$ cat src/rtl/regfile_mp.sv
// -----------------------------------------------------------------------------
// regfile_mp
//
// Multi-port integer register file for the pipelined core. It has NRD
// combinational read ports and two write ports: port 0 carries ALU writeback
// and port 1 carries load return. A per-register busy scoreboard records
// destinations with an outstanding producer, so decode can stall on RAW
// hazards. With BYPASS set, write data and busy-clear are visible on the read
// ports in the same cycle as the write.
//
// Ports:
//   clk       sole clock, rising edge
//   rst_n     asynchronous active-low reset
//   rd_addr   packed read addresses, port k at [k*AW +: AW]
//   rd_data   packed read data, port k at [k*XLEN +: XLEN]
//   rd_busy   busy flag of the register addressed by each read port
//   wr0_*     write port 0 (ALU writeback): enable, address, data
//   wr1_*     write port 1 (load return): enable, address, data; wins ties
//   rsv_*     reserve (mark busy) a destination register at issue
//   busy_cnt  registered count of busy registers (0..NREG)
// -----------------------------------------------------------------------------
module regfile_mp #(
  parameter int XLEN     = 32,
  parameter int NREG     = 32,
  parameter int NRD      = 2,
  parameter int BYPASS   = 1,
  parameter int ZERO_REG = 1,
  localparam int AW      = $clog2(NREG)
) (
  input  logic                clk,
  input  logic                rst_n,
  input  logic [NRD*AW-1:0]   rd_addr,
  output logic [NRD*XLEN-1:0] rd_data,
  output logic [NRD-1:0]      rd_busy,
  input  logic                wr0_en,
  input  logic [AW-1:0]       wr0_addr,
  input  logic [XLEN-1:0]     wr0_data,
  input  logic                wr1_en,
  input  logic [AW-1:0]       wr1_addr,
  input  logic [XLEN-1:0]     wr1_data,
  input  logic                rsv_en,
  input  logic [AW-1:0]       rsv_addr,
  output logic [AW:0]         busy_cnt
);

  logic [XLEN-1:0] mem_q [NREG];
  logic [NREG-1:0] busy_q;
  logic [NREG-1:0] busy_next;
  logic [NREG-1:0] dec_wr0;
  logic [NREG-1:0] dec_wr1;
  logic [NREG-1:0] dec_rsv;
  logic [AW:0]     cnt_next;
  logic            wr0_eff;
  logic            wr1_eff;
  logic            rsv_eff;

  // With ZERO_REG, any write or reservation aimed at register 0 is simply
  // dropped here, so entry 0 never changes from its reset value of zero and
  // never becomes busy.
  assign wr0_eff = wr0_en && !((ZERO_REG != 0) && (wr0_addr == '0));
  assign wr1_eff = wr1_en && !((ZERO_REG != 0) && (wr1_addr == '0));
  assign rsv_eff = rsv_en && !((ZERO_REG != 0) && (rsv_addr == '0));

  // One-hot decode of each write and reservation target. The next busy
  // vector clears on a write and then sets on a reservation, so a register
  // that is retired and re-issued in the same cycle stays busy.
  always_comb begin
    dec_wr0   = wr0_eff ? (NREG'(1) << wr0_addr) : '0;
    dec_wr1   = wr1_eff ? (NREG'(1) << wr1_addr) : '0;
    dec_rsv   = rsv_eff ? (NREG'(1) << rsv_addr) : '0;
    busy_next = (busy_q & ~(dec_wr0 | dec_wr1)) | dec_rsv;
  end

  // Population count of the next-state busy vector, so the registered count
  // always matches the busy bits it is stored alongside.
  always_comb begin
    cnt_next = '0;
    for (int i = 0; i < NREG; i++) begin
      cnt_next = cnt_next + (AW+1)'(busy_next[i]);
    end
  end

  // Storage array. Port 1 is tested first so it wins a same-address write.
  always_ff @(posedge clk or negedge rst_n) begin
    if (!rst_n) begin
      for (int i = 0; i < NREG; i++) begin
        mem_q[i] <= '0;
      end
    end else begin
      for (int i = 0; i < NREG; i++) begin
        if (dec_wr1[i]) begin
          mem_q[i] <= wr1_data;
        end else if (dec_wr0[i]) begin
          mem_q[i] <= wr0_data;
        end
      end
    end
  end

  // Busy scoreboard and its registered population count.
  always_ff @(posedge clk or negedge rst_n) begin
    if (!rst_n) begin
      busy_q   <= '0;
      busy_cnt <= '0;
    end else begin
      busy_q   <= busy_next;
      busy_cnt <= cnt_next;
    end
  end

  // Read ports. The bypass is gated by rst_n so that writes presented while
  // reset is held cannot leak onto the read ports.
  for (genvar k = 0; k < NRD; k++) begin : g_rd
    logic [AW-1:0] addr;
    logic          hit0;
    logic          hit1;

    assign addr = rd_addr[k*AW +: AW];
    assign hit0 = (BYPASS != 0) && rst_n && wr0_eff && (wr0_addr == addr);
    assign hit1 = (BYPASS != 0) && rst_n && wr1_eff && (wr1_addr == addr);

    assign rd_data[k*XLEN +: XLEN] = hit1 ? wr1_data :
                                     hit0 ? wr0_data : mem_q[addr];
    assign rd_busy[k] = (hit0 || hit1) ? 1'b0 : busy_q[addr];
  end

endmodule

$ cat config.mk
export PLATFORM = sky130hd
export DESIGN_NAME = regfile_mp
export DESIGN_NICKNAME = d
export VERILOG_FILES = /design/src/rtl/regfile_mp.sv
export SDC_FILE = /design/constraint.sdc
export NUM_CORES = 2
export LEC_CHECK = 0
export CORE_ASPECT_RATIO = 1.4
export CORE_MARGIN = 3
export CORE_UTILIZATION = 35
export DETAILED_ROUTE_END_ITERATION = 6
export DONT_BUFFER_PORTS = 1
export PLACE_DENSITY = 0.61
export SYNTH_ARGS = -nofsm -noshare
export SYNTH_HDL_FRONTEND = slang
export SYNTH_SLANG_ARGS = --single-unit
$ cat constraint.sdc
create_clock -name clk -period 4.3 [get_ports clk]
set_input_delay 1.075 -clock clk [delete_from_list [all_inputs] [get_ports clk]]
set_output_delay 1.075 -clock clk [all_outputs]
set_load 0.05 [all_outputs]
==> flow_summary_export.csv <==
group,metric,value,unit
timing,slew_headroom,0.188,
timing,fmax,190,MHz
cells_and_area,area_delta_synth_final,12.1,%
global_routing,grt_use_met2,0.401,
detailed_routing,drt_iter0_drc,6607,
detailed_routing,drtAntennaViolNets,0,
synth,syn_area_per_cell,10.8,um^2
synth,ys_ff_latch,1062,
global_routing,grtUsageMet3,0.0652,
critical_path,cp_slowest_stage_delay,550,ps
critical_path,crit_top_cell,"fa_2",
cells_and_area,utilization,0.396,
synth,yosys_warnings,0,
critical_path,reg2reg_slack,-620,ps
timing,finalWorstSetupSlack,-963,ps
floorplanning,pin_count,166,
critical_path,worstPathMaxFanout,10,
synth,synth_compound_area_frac,0.106,
synth,muxShareOfSynthArea,0.355,
global_routing,first_global_vias,53500,
critical_path,start_kind,"input pin",
critical_path,timing.rr.start,"busy_q[9]$_DFF_PN0_",
detailed_routing,wl_per_cell,31.1,um
detailed_routing,drc_errors,0,
global_routing,grt_pass1_wl,383000,um
timing,skew,5.29,ps
timing,fin_crit_sh,1.22,
synth,synthXorXnorAreaFrac,0.00297,
critical_path,crit_chain,"nand3b_1 -> buf_6 -> nor2_4 -> buf_6 -> nand2_4 -> a32o_2 -> fa_1 -> fa_2 -> fa_2 -> fa_2 -> fa_1 -> inv_1 -> fa_1 -> inv_2 -> ha_4 -> inv_2 -> fa_2 -> buf_4 -> buf_6 -> xnor2_2",
min_path,hold_class,"in -> async",
synth,ys_types,66,
power_and_ir_drop,leakage,32.0,nW
critical_path,worstPathArrival,5900,ps
run_status,outcome,"complete, but fails checks",
synth,syn-num-nets,6410,
clock_network,clock-sinks,1062,
placed_design,placed_cells,8350,
synth,netlist_area,67800,um^2
synth,synth_edf_count,0,
global_routing,grt_antenna_before_repair,3,
synth,yosys.area.top_type_share,0.392,
detailed_routing,dr_total_vias,53100,
power_and_ir_drop,p_per_area,502,nW/um^2
critical_path,rr_endpoint,"busy_cnt[2]$_DFF_PN0_",
detailed_routing,wl,267000,um
synth,yosysSeqAreaShare,0.392,
clock_network,clk_latency,750,ps
clock_network,cts.reportedPaths.clkPinSlew,60,ps
detailed_routing,dr.pass1.iters,6,
placed_design,portBuffers,0,
synth,synth_area_leaders,"dfrtp_1, mux4_2, mux2i_1",
placed_design,dpl.hpwl,143000,um
flow_run,drv_cap,0,
critical_path,crit_buf_inv,7,
critical_path,reg2reg_depth,16,
timing,rsz0062_at_grt,"true",
timing,tightest_slew,1220,ps
synth,synthCells,6285,
global_routing,grt-ovfl-total,0,
critical_path,path_delay_family,"adder cells",
floorplanning,die_h,527,um
synth,synth_flop_cell,"dfrtp_1",
timing,setup_viol,12,
synth,synth_fa_ha_area_frac,0.00838,
clock_network,numCtsBuffers,113,
critical_path,crit_slowest_cell,"fa_1",
floorplanning,start_util,0.353,
global_routing,grt_start_max_net_pins,282,
clock_network,cts_tree,"done",
timing,hold_viol,0,
cells_and_area,layout.cells.non_filler,8580,
global_routing,grt_usage,0.263,
critical_path,crit_required,4930,ps
floorplanning,fp.dieW,378,um
floorplanning,rows,190,
run_status,violations,"negative setup slack",
timing,finalCriticalPeriod,5260,ps
floorplanning,die-area,199000,um^2
global_routing,top_usage_layer,"met2",
clock_network,clk_path_buf_depth,3,
synth,async_flop_share,1.00,
timing,slew_violations,0,
critical_path,crit_path_end_kind,"flop",
clock_network,cts-htree-levels,3,
synth,synthSimpleGateAreaFrac,0.0766,
critical_path,critPathKind,"in -> reg",
cells_and_area,drive_above_1_share,0.217,
synth,synth_top_cell_by_area,"dfrtp_1",
placed_design,place_congestion,0.901,
power_and_ir_drop,max-vdd-ir-drop,3.95,mV
floorplanning,core_area,192000,um^2
synth,synth_top_family_by_area,"multiplexers",
detailed_routing,viasPerCell,6.19,
cells_and_area,nets,6114,
power_and_ir_drop,power.total,38.1,mW
global_routing,met1_usage,0.341,
clock_network,root_buffer,"clkbuf_16",
==> how the worst max path moves through the flow <==
stage | slack [ps] | start | depth (start not counted) | to
4_1_cts | -940 | wr0_addr[3] | 20 | busy_cnt[4]$_DFF_PN0_
3_3_place_gp | -1800 | wr0_addr[3] | 20 | busy_cnt[4]$_DFF_PN0_
5_1_grt | -1080 | wr0_addr[3] | 22 | busy_cnt[2]$_DFF_PN0_
6_report | -960 | wr0_addr[3] | 20 | busy_cnt[2]$_DFF_PN0_
2_1_floorplan | -1850 | wr0_addr[4] | 23 | busy_cnt[4]$_DFF_PN0_
3_5_place_dp | -1770 | wr0_addr[3] | 20 | busy_cnt[4]$_DFF_PN0_
==> cells in the final DEF, fill, tap and decap left out, types with 49 or more instances in the layout <==
cell type	synthesis	layout
nand2_1	546	526
buf_4	39	311
mux4_2	572	572
clkbuf_16	0	118
inv_1	87	79
dfrtp_1	1062	1062
o22ai_1	63	62
a221oi_2	14	51
nor3_1	62	61
nor2_1	581	559
a21oi_1	607	592
mux2i_1	1120	1120
buf_12	0	49
o21ai_0	451	451
==> power breakdown <==
part	internal, mW	switching (mW)	leakage (nW)
clock network	5.97	4.48	1.91
registers	12.6	2.03	12.9
logic	7.14	5.88	17.3
total	25.7	12.4	32.0
==> worst register-to-register path, stage by stage, from the launching register on <==
cell and delay, ps:
dfrtp_1 410, o21ai_0 140, o21ai_0 320, fa_1 490, fa_2 570, fa_2 440
fa_2 540, fa_1 410, inv_1 80, fa_1 420, inv_2 80, ha_4 140
inv_2 40, fa_2 340, buf_4 140, buf_6 110, xnor2_2 120
==> cell usage after synthesis, types with 16 or more instances <==
master and n:
a221oi_1 39, mux2i_1 1120, nor2_1 581, fa_1 24
buf_4 39, inv_1 87, mux4_2 572, nand3_1 16
nor3_1 62, clkbuf_1 456, o21ai_1 47, buf_2 205
dfrtp_1 1062, buf_1 42, o21ai_0 451, a21oi_1 607
buf_6 27, o22ai_1 63, nand2_1 546, clkbuf_2 23
==> final cells by class <==
cell class              count  area, um^2
clock buffers             162        3330
diodes                      3        7.51
fillers                 18300      116000
flip-flops and latches   1062       26600
repair buffers            384        3830
multi-input cells        4340       38300
well taps                2496        3120
inverters                  88         330
clock inverters            45         547
==> kinds of logic after synthesis <==
group | after synthesis
mux | 1692
compound gates | 1310
simple gates | 1284
flops | 1062
buf+inv | 883
fa+ha+maj | 31
xor+xnor | 23
==> metrics by stage <==
stage | cell area [um^2] | setup slack [ps] | hold slack, ps | TNS [ps]
finish | 76000 | -963 | 202 | -5200
floorplan | 68300 | -1850 | 441 | -10130
global placement | 71700 | -1800 | 376 | -70640
global route | 76000 | -1080 | 197 | -5350
detailed placement | 71700 | -1770 | 382 | -77600
CTS | 75800 | -943 | 163 | -4570
==> per-layer routing <==
layer,share of wire,up-vias
met5,0,-
met4,0.068,0
met3,0.11,802
met2,0.44,3181
met1,0.38,26800
li1,-,22300
==> sequential cells by signal, indices dropped and copies added (netlist names) <==
| name | cells |
|---|---|
| busy_q | 32 |
| busy_cnt | 6 |
| mem_q | 1024 |
==> what timing repair did <==
item / CTS / global route
hold buffers: 1 / 0
endpoints found under the setup margin: 72 / 24
gates cloned: 5 / 2
endpoints found under the hold margin: 1 / 0
buffers inserted: 5 / 7
gates resized for setup: 19 / 14
pin swaps: 17 / 12
Note: power is estimated with default switching activity, not from simulation.
